--- src/rtl/keystream_serialiser.sv ---
// rtl/keystream_serialiser.sv - byte-serial transmitter for ChaCha20 state matrices
//
// Accepts one NUM_WORDS x WORD_SIZE state matrix per handshake and emits it
// as DATA_SIZE-bit bytes, one per accepted cycle, in RFC 8439 order. The matrix
// is sent word 0 first, and each word is sent little-endian. After
// NUM_MATRICES blocks the burst completes with a one-cycle burst_done pulse.
//
// Ports:
//   clk          in   clock, all logic on posedge
//   rst          in   asynchronous active-high reset
//   start        in   begin a burst (sampled only in IDLE)
//   block_valid  in   block_in holds a valid matrix
//   block_in     in   state matrix, unpacked [0:NUM_WORDS-1], word 0 first
//   block_ready  out  serialiser can capture a matrix (WAIT_BLK only)
//   byte_out     out  current output byte
//   byte_valid   out  byte_out is valid
//   byte_ready   in   downstream accepts the byte this cycle
//   byte_last    out  byte_out is the final byte of its block
//   busy         out  high in any state other than IDLE
//   block_count  out  blocks fully transmitted in the current burst
//   burst_done   out  one-cycle pulse after the final byte of the burst

module keystream_serialiser #(
    parameter int DATA_SIZE    = 8,
    parameter int WORD_SIZE    = 32,
    parameter int NUM_WORDS    = 16,
    parameter int NUM_MATRICES = 20
) (
    input  logic                                clk,
    input  logic                                rst,
    input  logic                                start,
    input  logic                                block_valid,
    input  logic [WORD_SIZE-1:0]                block_in [0:NUM_WORDS-1],
    output logic                                block_ready,
    output logic [DATA_SIZE-1:0]                byte_out,
    output logic                                byte_valid,
    input  logic                                byte_ready,
    output logic                                byte_last,
    output logic                                busy,
    output logic [$clog2(NUM_MATRICES+1)-1:0]   block_count,
    output logic                                burst_done
);

    localparam int BLK_BITS  = NUM_WORDS * WORD_SIZE;
    localparam int NUM_BYTES = BLK_BITS / DATA_SIZE;
    localparam int IDX_W     = $clog2(NUM_BYTES);
    localparam int CNT_W     = $clog2(NUM_MATRICES + 1);

    localparam logic [IDX_W-1:0] LAST_IDX  = IDX_W'(NUM_BYTES - 1);
    localparam logic [CNT_W-1:0] FINAL_CNT = CNT_W'(NUM_MATRICES);

    typedef enum logic [1:0] {
        S_IDLE,
        S_WAIT_BLK,
        S_SEND,
        S_DONE
    } state_t;

    state_t                 r_state;
    state_t                 w_next;

    logic [BLK_BITS-1:0]    r_hold;
    logic [IDX_W-1:0]       r_idx;
    logic [CNT_W-1:0]       r_count;
    logic [DATA_SIZE-1:0]   r_byte_out;
    logic                   r_byte_valid;
    logic                   r_byte_last;

    logic [BLK_BITS-1:0]    w_blk_flat;
    logic [IDX_W-1:0]       w_idx_next;
    logic [CNT_W-1:0]       w_count_inc;
    logic                   w_start_burst;
    logic                   w_capture;
    logic                   w_xfer;
    logic                   w_blk_end;

    // Word k occupies bits [k*WORD_SIZE +: WORD_SIZE], so byte index i of the
    // serial stream sits at bits [i*DATA_SIZE +: DATA_SIZE] of the flat vector.
    always_comb begin
        w_blk_flat = '0;
        for (int k = 0; k < NUM_WORDS; k++) begin
            w_blk_flat[k*WORD_SIZE +: WORD_SIZE] = block_in[k];
        end
    end

    assign w_idx_next  = r_idx + 1'b1;
    assign w_count_inc = r_count + 1'b1;

    always_ff @(posedge clk or posedge rst) begin
        if (rst) begin
            r_state <= S_IDLE;
        end else begin
            r_state <= w_next;
        end
    end

    always_comb begin
        w_next        = r_state;
        w_start_burst = 1'b0;
        w_capture     = 1'b0;
        w_xfer        = 1'b0;
        w_blk_end     = 1'b0;
        block_ready   = 1'b0;
        busy          = 1'b1;
        burst_done    = 1'b0;
        case (r_state)
            S_IDLE: begin
                busy = 1'b0;
                if (start) begin
                    w_start_burst = 1'b1;
                    w_next        = S_WAIT_BLK;
                end
            end
            S_WAIT_BLK: begin
                block_ready = 1'b1;
                if (block_valid) begin
                    w_capture = 1'b1;
                    w_next    = S_SEND;
                end
            end
            S_SEND: begin
                if (r_byte_valid && byte_ready) begin
                    w_xfer = 1'b1;
                    if (r_idx == LAST_IDX) begin
                        w_blk_end = 1'b1;
                        w_next    = (w_count_inc == FINAL_CNT) ? S_DONE : S_WAIT_BLK;
                    end
                end
            end
            S_DONE: begin
                burst_done = 1'b1;
                w_next     = S_IDLE;
            end
            default: begin
                w_next = S_IDLE;
            end
        endcase
    end

    // Byte outputs are registered: the next byte is fetched from the holding
    // register on each transfer, so byte_ready never reaches byte_out
    // combinationally. The index stops at the last byte instead of wrapping.
    always_ff @(posedge clk or posedge rst) begin
        if (rst) begin
            r_hold       <= '0;
            r_idx        <= '0;
            r_count      <= '0;
            r_byte_out   <= '0;
            r_byte_valid <= 1'b0;
            r_byte_last  <= 1'b0;
        end else begin
            if (w_start_burst) begin
                r_count <= '0;
            end else if (w_blk_end) begin
                r_count <= w_count_inc;
            end

            if (w_capture) begin
                r_hold       <= w_blk_flat;
                r_idx        <= '0;
                r_byte_out   <= w_blk_flat[DATA_SIZE-1:0];
                r_byte_valid <= 1'b1;
                r_byte_last  <= (NUM_BYTES == 1);
            end else if (w_xfer) begin
                if (w_blk_end) begin
                    r_byte_valid <= 1'b0;
                    r_byte_last  <= 1'b0;
                end else begin
                    r_idx       <= w_idx_next;
                    r_byte_out  <= r_hold[int'(w_idx_next)*DATA_SIZE +: DATA_SIZE];
                    r_byte_last <= (w_idx_next == LAST_IDX);
                end
            end
        end
    end

    assign byte_out    = r_byte_out;
    assign byte_valid  = r_byte_valid;
    assign byte_last   = r_byte_last;
    assign block_count = r_count;

endmodule

--- config.mk ---
export PLATFORM = sky130hd
export DESIGN_NAME = keystream_serialiser
export DESIGN_NICKNAME = d
export VERILOG_FILES = /design/src/rtl/keystream_serialiser.sv
export SDC_FILE = /design/constraint.sdc
export NUM_CORES = 2
export LEC_CHECK = 0
export CORE_MARGIN = 5
export CORE_UTILIZATION = 51
export CTS_CLUSTER_SIZE = 8
export DETAILED_ROUTE_END_ITERATION = 8
export PLACE_DENSITY = 0.84
export SLEW_MARGIN = 0
export SYNTH_ARGS = -nofsm -noshare
export SYNTH_HDL_FRONTEND = slang
export SYNTH_SLANG_ARGS = --single-unit
--- constraint.sdc ---
create_clock -name clk -period 23.7 [get_ports clk]
set_input_delay 4.74 -clock clk [delete_from_list [all_inputs] [get_ports clk]]
set_output_delay 4.74 -clock clk [all_outputs]
set_load 0.01 [all_outputs]
# Word-level counts from Yosys, hierarchy flattened
# Cells that the tools add are included.
# totals
output_inout_bits	18
input_bits	517
elab_cells	61
register_bits	535
# op_classes
add_sub_neg	2
eq_ne	11
reduce_logical	8
shift	1
n_mux	32
# ops
cell	n
$shiftx A512 B10 Y8	1
$mux W8	3
$mux W1	18
$mux W6	3
$eq A6 B6 Y1 const B	2
$mux W2	5
$mux W5	2
$ne A2 B2 Y1 const B	5
$pmux W2 S4	1
$add A6 B1 Y6 const B	1
$reduce_bool A2 Y1	3
$add A5 B1 Y5 const B	1
$eq A5 B5 Y1 const B	1
$eq A2 B2 Y1 const B	2
$reduce_and A2 Y1	2
$reduce_and A4 Y1	1
$eq A2 B1 Y1 const B	1
$logic_not A2 Y1	1
$logic_and A1 B1 Y1	1

# Depth between registers and ports, before layout
# logic_depth
depth_word	7
ltp_mapped	13
mapped_depth_nobuf	8

# Worst setup path after synthesis
# Ideal clock, no wire load.
# synth_path
path_kind	input-to-reg
from	input byte_ready
to	register r_byte_out[0], in the netlist byte_out[0]
setup_slack_ps	17846
required_time_ps	23605
arrival_ps	5759
setup_time_ps	95
path_buffers	1
path_stages	7
cell_sequence	nand2_1 nor2b_1 clkbuf_1 nand2_1 a31oi_1 nand3_1 o31ai_1
# synth_via
elab_chain_cells	5
elab_cells_between_ends	8
cone_classes	eq/ne (1); mux (4); reduce/logical (3)
# synth_rtl
item	line_no	text
start, declared	37	input logic byte_ready,
$logic_and A1 B1 Y1 *	122	if (r_byte_valid && byte_ready) begin
$mux W1	122	
$mux W1	106	case (r_state)
$ne A2 B2 Y1 (no line) / $reduce_bool A2 Y1 (equally long branches)	--	
$reduce_and A2 Y1 (no line) *	--	
end signal, assigned	161	r_byte_out <= w_blk_flat[DATA_SIZE-1:0];
end signal, assigned	170	r_byte_out <= r_hold[int'(w_idx_next)*DATA_SIZE +: DATA_SIZE];
end, declared	65	logic [DATA_SIZE-1:0] r_byte_out;
# Every way passes the cells marked *; elsewhere a longest branch is shown, timed or not.
# A chain may end at the register's enable or synchronous reset.

# Final worst setup path
# layout_path
from	input block_valid
to	register r_hold[382]
# layout_via
elab_chain_cells	2
# layout_rtl
item	line_no	text
start, declared	32	input logic block_valid,
$mux W1	116	if (block_valid) begin
$mux W1	106	
end signal, assigned	159	r_hold <= w_blk_flat;
end, declared	62	logic [BLK_BITS-1:0] r_hold;
# No other way between the ends.

==> flow_results.org <==
** Timing
- Clock skew :: ~13 ps
- Hold is met by 467 ps.
- Fmax :: between 0.1 and 0.15 GHz
- Setup repair after global routing left no endpoint under its margin.
- Measured against its own limit, the worst slew margin works out to 0.196.
- Of the available clock period, the critical path in the final layout requires 0.344.
- Final setup TNS :: 0 ps
- The number of pins exceeding their max-slew limit in the final report was 0.
- Transition time at the pin with the least slew margin :: roughly 1200 ps
- The number of hold-slack violations in the final timing report is 0.
- Endpoints failing setup :: 0
- Subtracting the final worst setup slack from the clock period gives just over 8000 ps.

** Die
- FP Rows :: 80
- The region available for standard cell placement spans between 40,000 and 50,000 um2.
- The initial utilization of the core area, before any placement, comes to 0.517.
- Total die area :: around 53,000 um2
- Pin placement for this block handled roughly 540 I/O pins.
- The die is roughly 230 um tall.
- The die is around 230 um wide.

** Synth
- Mean instance size in the synthesized netlist :: about 9.1 um2
- Mapped Area :: ~25,000 um2
- The Yosys step of the flow raised 0 warnings.
- The share of the Yosys chip area taken by registers is 0.541.
- After synthesis the netlist holds a flip-flop and latch count of 535.
- Cells after synthesis :: about 2.7k
- The number of different library cells used by synthesis comes to 46.
- Synthesis produced a netlist with a net count of 3,230.

** Global route
- Wire length of the first global-routing pass :: ~130,000 um
- The initial antenna violation count is 20.
- For this run the aggregate overflow at the end of global routing stands at 0.
- Met3 GRT Util :: 0.0749
- Grt peak-use layer :: met2
- Pin count of the biggest net entering global routing :: roughly 230
- Total routing resource utilization after global routing :: 0.305
- In the global route stage, met1 resource usage came out at 0.382.
- Via count of the first global-routing pass :: roughly 23k
- For this run, global-route usage on met2 was measured as 0.497.

** Route
- Vias :: ~22k
- Using the TritonRoute via totals, the vias-per-cell ratio works out to about 5.7.
- After detailed routing, the average wire length per cell comes to 21.4 um.
- Number of optimization iterations in the first detailed-route pass :: 6
- Post-route DRC violation count :: 0
- Aggregate routed wire length :: 81,300 um
- In this run the remaining antenna-violating nets after routing total 0.
- For this block, the initial DRC count from the detailed router was between 2k and 2.5k.

** Worst setup path
- Setup slack on the worst flop-to-flop path :: slightly below 20,000 ps
- The worst setup path is launched from an input port.
- Critical path class :: in -> reg
- At the worst endpoint, the arrival time is between 8000 and 9000 ps.
- Element type at the critical path end :: flop
- Endpoint of the worst-slack reg-to-reg timing path :: r_hold[382]$_DFFE_PP0P_
- Reg2reg start :: r_state[0]$_DFFE_PP0P_
- Counting cells, the worst reg-to-reg path comes to 7.
- Highest net fanout along the worst path :: about 120
- STA puts the critical path data required time at 24,220 ps.

** Clock tree
- Clock latency on the worst-skew pair, taken at its later pin, is around 590 ps.
- The tree built by TritonCTS fans out to between 500 and 600 sinks.
- The number of setup buffers added after CTS is 0.
- TritonCTS built the clock tree.
- The H-tree was split into 3 levels.
- Largest buffer count on any clock path :: 3
- Post-cts repair resize count :: 0
- Clock tree synthesis selected as its root buffer the cell clkbuf_16.
- Number of CTS-inserted buffers :: 77
- The number of hold buffers added after CTS was 0.
- After clock tree synthesis, the clock-pin slew on the worst setup and hold paths is approximately 50 ps.

** Cells and area
- Fraction of layout instances using a drive strength above 1 :: 0.0749
- Counting the fill cells in the layout gives between 3k and 4k.
- Summing all flip-flop and latch instances after layout gives 13,400 um2.
- Synthesis-to-layout area growth :: 30.7%
- Summing all multi-input logic gate instances after layout gives 10,500 um2.
- The final layout contains between 3k and 4k nets.

** Worst hold path
- Worst Hold Depth :: 2
- In this run the most critical hold path is launched from r_hold[227]$_DFFE_PP0P_.
- Path type of the worst min-delay path :: reg -> reg
- WHS Endpoint :: r_hold[227]$_DFFE_PP0P_

** Placement
- Detailed placement finished with a half-perimeter wire length of approximately 56,000 um.
- Number of buffers added on ports :: approximately 530
- Weighted congestion reported at the end of routability-driven placement :: 0.888

** Job
- Max-cap violations in this run came to 0.

** Outcome
- The run finished with clean final reports.

** Power
- Power spread over the standard cell area amounts to 127 nW/um2.
- VDD IR-drop max :: 0.000108 V
- In this run the static leakage power is between 15 and 20 nW.
flip-flops by register name (all words and copies together) (netlist names):
name         count
r_hold         512
byte_out         8
block_count      5
r_state          2
byte_last        1
r_idx            6
byte_valid       1
how the worst max path moves through the flow:
stage / from / endpoint / slack (ps) / cells past startpoint
2_1_floorplan: rst / block_count[0]$_DFFE_PP0P_ / 4010 / 1
3_3_place_gp: block_valid / r_hold[473]$_DFFE_PP0P_ / 15220 / 7
3_5_place_dp: block_valid / r_hold[421]$_DFFE_PP0P_ / 15080 / 7
4_1_cts: block_valid / r_hold[382]$_DFFE_PP0P_ / 15660 / 7
5_1_grt: block_valid / r_hold[421]$_DFFE_PP0P_ / 15310 / 7
6_report: block_valid / r_hold[382]$_DFFE_PP0P_ / 15540 / 7
final cells by class:
cell class | instances | share of cell area
Sequential cell | 535 | 0.414
Multi-Input combinational cell | 2000 | 0.326
Timing Repair Buffer | 553 | 0.171
Clock buffer | 85 | 0.0631
Tap cell | 615 | 0.0238
Antenna cell | 14 | 0.00108
Inverter | 5 | 0.000812
Clock inverter | 1 | 0.000271
per-stage QoR:
| step | cell area, um2 | worst slack (ps) | power, mW | utilization | std cells |
|---|---|---|---|---|---|
| 4_1_cts | 32300 | 15660 | 4.12 | 0.675 | 3794 |
| 6_report | 32300 | 15540 | 4.12 | 0.676 | 3808 |
| 5_1_grt | 32300 | 15310 | 4.36 | 0.676 | 3807 |
| 2_1_floorplan | 24700 | 4010 | 2.61 | - | 2709 |
| 3_3_place_gp | 30300 | 15220 | 3.03 | 0.632 | 3708 |
| 3_5_place_dp | 30300 | 15080 | 3.12 | 0.632 | 3708 |
cell usage after synthesis (all sizes together):
cell type / n / area (um2)
nor2: 42 / 158
nand2: 1656 / 6220
nor3: 2 / 10.0
o31ai: 3 / 22.5
xor2: 5 / 43.8
and3: 25 / 158
dfrtp: 535 / 13400
a21oi: 6 / 30.0
o2111ai: 7 / 61.3
clkbuf: 95 / 387
a31o: 1 / 8.76
nor2b: 3 / 18.8
buf: 74 / 472
mux4: 128 / 2910
a41oi: 1 / 8.76
nor3b: 1 / 7.51
nand4b: 1 / 8.76
o211ai: 14 / 105
nand2b: 5 / 31.3
mux2i: 4 / 40.0
a21boi: 2 / 15.0
ha: 4 / 50.1
a32o: 3 / 30.0
nand4: 3 / 18.8
or2b: 2 / 17.5
nand3: 23 / 115
inv: 5 / 18.8
a22oi: 1 / 7.51
a21o: 2 / 15.0
o21ai: 19 / 95.1
a211o: 2 / 17.5
or2: 1 / 6.26
a31oi: 11 / 75.1
o22ai: 11 / 68.8
and3b: 1 / 8.76
and2: 3 / 18.8
xnor2: 8 / 85.1
routing by layer:
layer	wire, um	vias up	share of wire
met3	7120	256	0.088
met4	4380	10	0.054
met5	81	-	0.0010
li1	-	9560	-
met2	40000	1162	0.49
met1	29700	10592	0.37
power by group:
group	internal [mW]	switching, mW	leakage (nW)
clock network	0.597	0.376	1.01
registers	1.33	0.259	6.72
logic	0.686	0.870	8.11
total	2.61	1.51	15.8
layout by cell type, fill, tap and decap left out, types with 5 or more instances in the layout:
cell type        count
a31oi_1             10
clkdlybuf4s50_1    534
buf_4               16
o2111ai_1            7
nand2b_1             5
diode_2             14
o22ai_1             11
clkbuf_16           81
nand3_1             23
xnor2_1              5
a21oi_1              6
nor2_1              42
dfrtp_1            534
mux4_1               6
nand2_1           1655
mux4_2             122
o211ai_1            14
and3_1              24
o21ai_0             17
logic make-up after synthesis:
group	share of synthesized area
compound gates	0.0227
buf+inv	0.0354
flops	0.541
fa+ha+maj	0.00202
xor+xnor	0.00521
simple gates	0.275
mux	0.119
critical path, cell delays in order:
cell	delay, ps
clkdlybuf4s50_1	550
and2_4	310
buf_4	710
buf_4	970
buf_4	890
nand2_1	170
nand2_1	130
Power figures use the tool's default switching activity.
